`src/rtl/instr_fetch_unit.sv`:
```
// instr_fetch_unit: program memory sequencer streaming instruction words over valid/ready
module instr_fetch_unit #(
  parameter int DATA_W  = 50,
  parameter int DEPTH   = 16,
  parameter int ADDR_W  = $clog2(DEPTH),
  parameter bit LOOP_EN = 1'b0
) (
  input  logic              clk,
  input  logic              rst_n,
  input  logic              start,
  input  logic [ADDR_W-1:0] start_addr,
  input  logic [ADDR_W-1:0] end_addr,
  input  logic              loop,
  input  logic              abort,
  input  logic              wr_en,
  input  logic [ADDR_W-1:0] wr_addr,
  input  logic [DATA_W-1:0] wr_data,
  output logic              wr_err,
  output logic              instr_valid,
  input  logic              instr_ready,
  output logic [DATA_W-1:0] instr_data,
  output logic [ADDR_W-1:0] instr_addr,
  output logic              busy,
  output logic              done
);
  typedef enum logic [1:0] {IDLE, FETCH, DRAIN} state_t;
  state_t state, state_nx;
  logic [DATA_W-1:0] mem [DEPTH];
  logic [DATA_W-1:0] rd_q;
  logic [ADDR_W-1:0] pc, start_r, end_r, rd_a;
  logic              rd_pend;
  logic [DATA_W-1:0] b_data [2];
  logic [ADDR_W-1:0] b_addr [2];
  logic [1:0]        count, count_nx;
  logic              pop, issue, drained, relaunch, wp, done_q, wr_err_q;
  // occupancy after this edge counts the in-flight read as landing, so issue keeps one word per cycle
  always_comb begin
    pop      = (count != 2'd0) & instr_ready;
    count_nx = count + 2'(rd_pend) - 2'(pop);
    issue    = state == FETCH && !abort && count_nx < 2'd2;
    drained  = state == DRAIN && count_nx == 2'd0;
    relaunch = LOOP_EN && loop;
    wp       = count[1] | (count[0] & ~pop);
  end
  // state register
  always_ff @(posedge clk or negedge rst_n)
    if (!rst_n) state <= IDLE;
    else state <= state_nx;
  // next-state: abort dominates everything, including a start seen in IDLE
  always_comb
    state_nx = abort ? IDLE :
               state == IDLE  ? (start ? FETCH : IDLE) :
               state == FETCH ? ((issue && pc == end_r) ? DRAIN : FETCH) :
               drained ? (relaunch ? FETCH : IDLE) : state;
  // outputs: buffer head is masked to zero whenever nothing is valid
  always_comb begin
    busy        = state != IDLE;
    instr_valid = count != 2'd0;
    instr_data  = instr_valid ? b_data[0] : '0;
    instr_addr  = instr_valid ? b_addr[0] : '0;
    done        = done_q;
    wr_err      = wr_err_q;
  end
  // PC sequencing, read tracking, 2-entry shift buffer and status pulses
  always_ff @(posedge clk or negedge rst_n)
    if (!rst_n) begin
      pc       <= '0;
      start_r  <= '0;
      end_r    <= '0;
      rd_a     <= '0;
      rd_pend  <= 1'b0;
      count    <= '0;
      b_data   <= '{default: '0};
      b_addr   <= '{default: '0};
      done_q   <= 1'b0;
      wr_err_q <= 1'b0;
    end else begin
      if (state == IDLE && start && !abort) begin
        pc      <= start_addr;
        start_r <= start_addr;
        end_r   <= end_addr;
      end else if (issue) pc <= pc + 1'b1;
      else if (state == DRAIN && state_nx == FETCH) pc <= start_r;
      rd_pend <= issue;
      if (issue) rd_a <= pc;
      count <= abort ? 2'd0 : count_nx;
      if (pop) begin
        b_data[0] <= b_data[1];
        b_addr[0] <= b_addr[1];
      end
      if (rd_pend) begin
        b_data[wp] <= rd_q;
        b_addr[wp] <= rd_a;
      end
      done_q   <= drained && !relaunch && !abort;
      wr_err_q <= wr_en && state != IDLE;
    end
  // program memory: synchronous read, writes accepted only while idle, contents survive reset
  always_ff @(posedge clk) begin
    if (wr_en && state == IDLE) mem[wr_addr] <= wr_data;
    if (issue) rd_q <= mem[pc];
  end
endmodule

```
`config.mk`:
```
export PLATFORM = sky130hd
export DESIGN_NAME = instr_fetch_unit
export DESIGN_NICKNAME = d
export VERILOG_FILES = /design/src/rtl/instr_fetch_unit.sv
export SDC_FILE = /design/constraint.sdc
export NUM_CORES = 1
export LEC_CHECK = 0
export BUFFER_PORTS_ARGS = -buffer_cell sky130_fd_sc_hd__buf_2
export CORE_MARGIN = 5
export CORE_UTILIZATION = 55
export CTS_CLUSTER_SIZE = 14
export DETAILED_ROUTE_END_ITERATION = 10
export GPL_ROUTABILITY_DRIVEN = 1
export GPL_TIMING_DRIVEN = 0
export PLACE_DENSITY_LB_ADDON = 0.1
export SLEW_MARGIN = 20
export SYNTH_ARGS = -nofsm -noshare
export SYNTH_HDL_FRONTEND = slang
export SYNTH_SLANG_ARGS = --single-unit
export TNS_END_PERCENT = 100
```
`constraint.sdc`:
```
create_clock -name clk -period 8.4 [get_ports clk]
set_input_delay 0.42 -clock clk [delete_from_list [all_inputs] [get_ports clk]]
set_output_delay 0.42 -clock clk [all_outputs]
set_load 0.03 [all_outputs]
```
==> results.cfg, run 1 <==
[power]
power_w = 0.0137
internal_power_w = 0.00957
power_frac_comb = 0.262
power_frac_seq = 0.432
switching_power_w = 0.00410
ir_drop_v = 0.000188
pwr-share-clk = 0.306
power_density_nw_per_um2 = 312
leakage_nw = 15.9
sw_frac_of_total = 0.300

[hold_path]
hold_depth = 2
holdCritPathClass = in -> reg
worstHoldEndpoint = count[0]$_DFF_PN0_
hp-start = abort

[place]
placed_area_um2 = 40600
dp_hpwl_um = 59400
routabilityCongestion = 0.796
port-buffer-count = 125

[sta]
rsz0062_at_grt = false
slew_headroom = 0.212
fin_crit_sh = 0.440
hold_ws_ns = 0.0569
tightest_slew_ns = 1.18
slew_violations = 0
hold_viol = 0
fin_skew_ns = 0.0244
timing.fmax_mhz = 271
timing.final.crit_period_ns = 3.69
setup_violations = 0

[logic_synthesis]
ys_async_sr_fraction = 0.130
synth_cell_type_count = 49
syn_inst = 2010
yosysWarnings = 0
netlist_area_um2 = 37800
synth_area_leader_cell = edfxtp_1
synth_common_cells = 850 x edfxtp_1, 248 x mux2i_1, 146 x a22oi_1, 131 x nand2_1, 127 x dfrtp_1
synth_ff_type = edfxtp_1
ys_seq_elements = 977
yosys-top-cells-area = edfxtp_1 68%, dfrtp_1 8.4%, mux2i_1 6.6%
synth.most_common_cell = edfxtp_1
avgSynthCellArea_um2 = 18.8
synth_edf_count = 850
yosys.area.top_type_share = 0.675
synth_fp_nets = 2082
ys_seq_area_frac = 0.760

[final_layout]
fillers = 4711
synthToLayoutAreaGrowth_pct = 15.9
utilization = 0.641
drive_above_1_share = 0.245
fin_nets = 2378
final_area_um2 = 43800

[clock_tree]
cts_tree = done
htree_levels = 3
cts_buffer_depth = 3
numCtsBuffers = 98
post_cts_resized = 0
clock-sinks = 977
insertion_delay_ns = 0.64
cts.clk_slew.worst_paths_ns = 0.06
root_buffer = clkbuf_16

[worst_setup_path]
crit_path_max_fanout = 60
critPathRequiredTime_ns = 8.92
crit_type = reg -> reg
worst_setup_path_end_kind = register
timing.reg2reg.setup_slack_ns = 4.71
reg2reg_from = count[1]$_DFF_PN0_
critPathLaunchType = register
crit_arrival_ns = 4.21
reg2reg_to = rd_a[0]$_DFFE_PN0P_
r2r_cells = 11

[die]
start_util = 0.553
ioPinCount = 127
die_area_um2 = 74100
rows = 96
die_w_um = 272
design.core.area_um2 = 68300
die_h_um = 272

[detailed_routing]
drt-total-wl_um = 89500
num_vias = 19852
drt-initial-drc-count = 2069
firstDrtPassIters = 5
wl_per_cell_um = 27.3
antenna_left = 0
drcViolationCount = 0
vias_per_cell = 6.07

[flow_run]
maxCapViolCount = 0

[global_route]
use_met3 = 0.0514
use_met2 = 0.390
grt_pass1_vias = 20469
grt_busiest_layer = met2
antenna_found_initial = 8
grt_overflow = 0
grt_max_degree = 74
grt_pass1_wl_um = 133000
grt_util_met1 = 0.346
grtUsageTotal = 0.242

[outcome]
outcome = completed
registers in the layout (all words and copies together), names as in the netlist, named ones only:
register / flops
mem: 800
b_data: 50
rd_q: 50
b_addr: 4
end_r: 4
pc: 4
rd_a: 4
count: 2
state: 2
done: 1
rd_pend: 1
wr_err: 1
per-stage QoR:
step / setup slack (ns) / TNS, ns / std cells
final: 4.71 / 0 / 3273
after global routing: 4.54 / 0 / 3271
after CTS: 4.65 / 0 / 3270
after detailed placement: 4.66 / 0 / 3080
after global placement: -0.889 / -161.67 / 3017
after floorplan: 3.35 / 0 / 2010
cell type report:
cell class / instances / area, um2 / share of cell area
Antenna cell: 3 / 7.51 / 0.000171
Buffer: 113 / 674 / 0.0154
Clock buffer: 135 / 2700 / 0.0617
Clock inverter: 47 / 372 / 0.00849
Inverter: 2 / 7.51 / 0.000171
Multi-Input combinational cell: 918 / 8520 / 0.194
Sequential cell: 977 / 28700 / 0.655
Tap cell: 882 / 1100 / 0.0252
Timing Repair Buffer: 196 / 1710 / 0.0390
cell usage in the layout (no fill, tap or decap), types with 46 or more instances in the layout:
cell       count
clkbuf_16    100
buf_4         46
mux4_2       102
edfxtp_1     850
nand3_1       49
and2_1        55
a22oi_1      146
nand2_1      131
o21ai_0       54
mux2_2        59
clkbuf_1      63
dfrtp_1      127
mux2i_1      248
buf_2        167
kinds of logic after synthesis:
group                    share of synthesized area
XOR/XNOR                                   0.00185
adder cells (fa/ha/maj)                   0.000993
AO/OA/AOI/OAI                               0.0390
buffers and inverters                       0.0180
multiplexers                                 0.144
AND/OR/NAND/NOR                             0.0362
flip-flops                                   0.760
worst max path at each step:
stage | start | slack, ns | end
floorplan | state[1]$_DFF_PN0_ | 3.35 | mem[0][0]$_DFFE_PP_
global placement | state[1]$_DFF_PN0_ | -0.89 | mem[0][13]$_DFFE_PP_
detailed placement | count[1]$_DFF_PN0_ | 4.66 | rd_a[0]$_DFFE_PN0P_
CTS | count[1]$_DFF_PN0_ | 4.65 | rd_a[0]$_DFFE_PN0P_
global route | count[1]$_DFF_PN0_ | 4.54 | rd_a[2]$_DFFE_PN0P_
finish | count[1]$_DFF_PN0_ | 4.71 | rd_a[0]$_DFFE_PN0P_
power groups by stage:
stage	Sequential [W]	Clock [W]	Combinational [W]
after floorplan	0.00593	0	0.00242
after global placement	0.00599	0	0.00349
after detailed placement	0.00600	0	0.00358
after CTS	0.00590	0.00424	0.00360
after global routing	0.00594	0.00446	0.00384
final	0.00590	0.00418	0.00358
worst max-delay path, cell delays in order, from the launching register on:
cell	delay (ns)
dfrtp_1	0.37
buf_6	0.13
or2_2	0.32
nand2_4	0.32
buf_8	0.24
ha_1	0.25
inv_1	0.06
ha_1	0.20
and4bb_2	0.24
nand3_1	0.22
nand2_4	0.79
mux2_2	0.41
per-layer routing:
layer  vias to the layer above  part of all wire
li1                       8592                 -
met1                     10323              0.41
met2                       800              0.48
met3                       133             0.084
met4                         4             0.019
met5                         -           0.00027
repair_timing:
action                    4_1_cts  5_1_grt
buffers inserted                0        0
hold buffers                    8        0
hold endpoints to repair       61        0
Power figures use the tool's default switching activity.
==> inputs of run 2 (changes only) <==
Clock period 8.4 ns to 3 ns, I/O delays scaled along.
==> results.cfg, run 2 (same netlist as run 1, synthesis figures left out) <==
[die]
die_h_um = 272
ioPinCount = 127
die_area_um2 = 74100
start_util = 0.553
rows = 96
die_w_um = 272
design.core.area_um2 = 68300

[detailed_routing]
num_vias = 19783
vias_per_cell = 5.95
dr_wl_met2_um = 43800
firstDrtPassIters = 5
drt-total-wl_um = 88800
m1WireLength_um = 36300
antenna_left = 0
drt-initial-drc-count = 1939
drcViolationCount = 0
wl_per_cell_um = 26.7
wl_met3_um = 6960
top_layer = met4

[final_layout]
largest_register = mem
stdcell_count = 3324
reg_top3 = mem (800), b_data (50), rd_q (50)
utilization = 0.652
drive_above_1_share = 0.243
synthToLayoutAreaGrowth_pct = 18.0
layout_common_cells = 850 x edfxtp_1, 248 x mux2i_1, 167 x buf_2, 146 x a22oi_1, 131 x nand2_1
fin_nets = 2430
final_common_cell = edfxtp_1
largest_register_ffs = 800

[worst_setup_path]
crit_type = reg -> out
crit_path_max_fanout = 10
max_stage_delay_ns = 0.49
crit_arrival_ns = 2.72
startpoint = count[1]$_DFF_PN0_
reg2reg_from = count[1]$_DFF_PN0_
worst_setup_path_end_kind = output port
crit_chain = buf_6 -> or2_2 -> clkbuf_2 -> clkbuf_1 -> and2_1 -> buf_2
cpMaxStageDelayCell = clkbuf_1
critPathRequiredTime_ns = 2.85
critPathLaunchType = register

[hold_path]
hp-start = wr_addr[2]
holdCritPathClass = in -> reg

[clock_tree]
cts_buffer_depth = 3
cts.clk_slew.worst_paths_ns = 0.06
insertion_delay_ns = 0.64
numCtsBuffers = 98
htree_levels = 3
root_buffer = clkbuf_16
cts_tree = done
clock-sinks = 977

[power]
power_w = 0.0385
ir_drop_v = 0.000695
leakage_nw = 16.1
power_density_nw_per_um2 = 863

[flow_run]
maxCapViolCount = 0

[place]
routabilityCongestion = 0.759
dpl.cell_count = 3068
dp_hpwl_um = 58600
port-buffer-count = 125

[sta]
setup_violations = 0
rsz0062_at_grt = false
timing.fmax_mhz = 348
fin_crit_sh = 0.957
slew_headroom = 0.423
timing.final.crit_period_ns = 2.87
hold_viol = 0
tightest_slew_ns = 0.865
fin_skew_ns = 0.0229
slew_violations = 0

[global_route]
antenna_found_initial = 6
grt_overflow = 0
grt_pass1_vias = 20211
grt_pass1_wl_um = 132000
grtUsageTotal = 0.241
grt_max_degree = 76

[outcome]
outcome = completed
run 2: cell types whose count changed in the layout (fill, tap and decap cells not counted), sizes merged:
cell | before | now
buf | 265 | 260
bufinv | 6 | 8
clkbuf | 171 | 169
clkinv | 38 | 35
clkinvlp | 0 | 3
diode | 3 | 2
dlygate4sd3 | 8 | 63
nand2 | 133 | 135
run 2: path summary, 6_finish.rpt:
check                                             end  slack (ns)  depth (start not counted)
max                                    instr_data[25]        0.13                          6
min                               mem[3][4]$_DFFE_PP_        0.05                          2
max reg2reg                                  register        0.18                          8
min reg2reg                      b_data[55]$_DFF_PN0_        0.47                          2
max in group asynchronous        b_data[83]$_DFF_PN0_        2.17                          3
min in group asynchronous  asynchronous set/reset pin        0.09                          2
run 2: layer usage:
layer	up-vias	global-route usage
met5	-	0
met4	0	0.0560
met3	121	0.0504
met2	727	0.397
met1	10241	0.338
li1	8694	-
run 2: power by group:
group	total, W	internal, W	switching (W)
sequential	0.0165	0.0160	0.000505
clock	0.0119	0.00694	0.00491
combinational	0.0101	0.00407	0.00603
run 2: final cells by class:
cell class	count	area, um2
Clock buffer	133	2690
Tap cell	882	1100
Multi-Input combinational cell	920	8620
Buffer	113	681
Fill cell	4670	23800
Timing Repair Buffer	246	2330
Sequential cell	977	28700
Clock inverter	49	443
Antenna cell	2	5.00
Inverter	2	7.51
run 2: critical path, delay by kind of cell (launching register included):
kind                   cells  cell delay, ns
AND/OR/NAND/NOR            2            0.50
flip-flops                 1            0.34
buffers and inverters      4            1.24
run 2: what timing repair did:
action,CTS,global route
gates cloned,2,0
hold endpoints to repair,899,0
pin swaps,3,3
hold buffers,63,0
resized for setup,6,5
buffers inserted,3,4
setup endpoints to repair,99,169
run 2: stage by stage:
stage	setup WS, ns	cell area (um2)	hold WS (ns)	setup TNS, ns
3_3_place_gp	-3.61	39600	0.348	-1662.09
5_1_grt	0.0192	44600	0.0422	0
6_report	0.129	44600	0.0472	0
2_1_floorplan	-0.689	37900	-0.146	-129.21
3_5_place_dp	-0.705	40700	0.186	-35.55
4_1_cts	-0.168	44500	0.0154	-4.72
==> inputs of run 3 (changes only) <==
Settings changed: CORE_UTILIZATION 55 to 56.
==> results.cfg, run 3 (same netlist as run 1, synthesis figures left out) <==
[outcome]
outcome = completed

[worst_setup_path]
critPathRequiredTime_ns = 3.52
crit_arrival_ns = 3.37
crit_family = buffers and inverters
crit_chain = buf_6 -> or2_2 -> nand2_8 -> buf_8 -> ha_1 -> o21ai_2 -> buf_2 -> mux2_2
max_stage_delay_ns = 0.69
cpMaxStageDelayCell = o21ai_2
worst_setup_path_end_kind = register
critPathLaunchType = register
timing.reg2reg.setup_slack_ns = 0.15
crit_type = reg -> reg
crit_buf_inv = 3
crit_path_max_fanout = 10

[final_layout]
reg_top3 = mem (800), b_data (50), rd_q (50)
largest_register_ffs = 800
final_common_cell = edfxtp_1
drive_above_1_share = 0.248
fin_nets = 2451
fillers = 4487
stdcell_count = 3333
largest_register = mem
layout_common_cells = 850 x edfxtp_1, 248 x mux2i_1, 167 x buf_2, 146 x a22oi_1, 131 x nand2_1
synthToLayoutAreaGrowth_pct = 19.0

[clock_tree]
root_buffer = clkbuf_16
cts_buffer_depth = 3
clock-sinks = 977
cts.clk_slew.worst_paths_ns = 0.06
htree_levels = 3
numCtsBuffers = 99
cts_tree = done
insertion_delay_ns = 0.66

[sta]
fin_crit_sh = 0.951
hold_ws_ns = 0.0445
tightest_slew_ns = 0.878
timing.fmax_mhz = 350
fin_skew_ns = 0.0253
slew_headroom = 0.414
setup_violations = 0
slew_violations = 0
hold_viol = 0
tns_ns = 0
timing.final.crit_period_ns = 2.85

[place]
dpl.cell_count = 3059
port-buffer-count = 125
routabilityCongestion = 0.773
dp_hpwl_um = 58800

[global_route]
grtUsageTotal = 0.248
grt_pass1_wl_um = 134000
grt_overflow = 0
antenna_found_initial = 5
grt_pass1_vias = 20632
grt_max_degree = 84

[flow_run]
maxCapViolCount = 0

[detailed_routing]
dr_wl_met2_um = 44500
vias_per_cell = 5.99
drt-initial-drc-count = 2123
wl_met3_um = 6900
m1WireLength_um = 37000
antenna_left = 0
num_vias = 19977
drt-total-wl_um = 90400
wl_per_cell_um = 27.1
drcViolationCount = 0
firstDrtPassIters = 5
top_layer = met4

[die]
die_h_um = 270
start_util = 0.564
rows = 95
ioPinCount = 127
design.core.area_um2 = 67000
die_w_um = 270
die_area_um2 = 72800

[power]
ir_drop_v = 0.000587
leakage_nw = 16.3
power_density_nw_per_um2 = 864

[hold_path]
holdCritPathClass = in -> reg
run 3: cell count changes in the layout (fill, tap and decap cells not counted), sizes merged:
cell         before  now
buf             260  273
clkbuf          169  164
dlygate4sd3      63   68
nand2           135  137
bufinv            8    9
clkinv           35   36
diode             2    3
run 3: worst register-to-register path: cells and delay by family, from the launching register on:
family	cells	cell delay, ns
compound gates	1	0.69
fa+ha+maj	1	0.24
buf+inv	3	0.81
flops	1	0.34
mux	1	0.39
simple gates	2	0.25
run 3: per-stage QoR:
stage / power, W / util / area (um2) / worst slack [ns]
final: 0.0388 / 0.671 / 45000 / 0.147
after global routing: 0.0405 / 0.671 / 45000 / -0.0183
after CTS: 0.0390 / 0.669 / 44900 / -0.179
after detailed placement: 0.0269 / 0.608 / 40800 / -0.663
after global placement: 0.0265 / 0.590 / 39600 / -3.55
after floorplan: 0.0234 / - / 37900 / -0.689
run 3: timing repair:
item | CTS | global route
pin swaps | 6 | 4
gates resized for setup | 7 | 5
endpoints found under the setup margin | 192 | 205
buffers inserted | 12 | 8
cloned | 2 | 2
hold buffers | 68 | 0
endpoints found under the hold margin | 942 | 0
run 3: final timing paths:
path,from,to,depth (start not counted)
setup / recovery,count[1]$_DFF_PN0_,register,8
hold / removal,wr_addr[2],mem[3][2]$_DFFE_PP_,2
setup reg to reg,count[1]$_DFF_PN0_,register,8
hold reg to reg,rd_q[4]$_DFFE_PP_,b_data[54]$_DFF_PN0_,2
max in group asynchronous,rst_n,asynchronous set/reset pin,3
min in group asynchronous,rst_n,asynchronous set/reset pin,2
run 3: final cells by class:
| class | instances | area, um2 | share of cell area |
|---|---|---|---|
| Tap cell | 873 | 1090 | 0.0243 |
| Timing Repair Buffer | 264 | 2630 | 0.0584 |
| Inverter | 2 | 7.51 | 0.000167 |
| Sequential cell | 977 | 28700 | 0.638 |
| Antenna cell | 3 | 7.51 | 0.000167 |
| Clock inverter | 51 | 503 | 0.0112 |
| Buffer | 113 | 676 | 0.0150 |
| Multi-Input combinational cell | 922 | 8640 | 0.192 |
| Clock buffer | 128 | 2700 | 0.0601 |
run 3: routing by layer:
layer	GRT usage	vias to the layer above
met1	0.344	10373
met4	0.0658	0
met3	0.0520	128
li1	-	8739
met5	0	-
met2	0.409	737
run 3: where the power goes:
group | internal [W] | switching (W)
clock network | 0.00711 | 0.00500
logic | 0.00410 | 0.00611
registers | 0.0160 | 0.000520
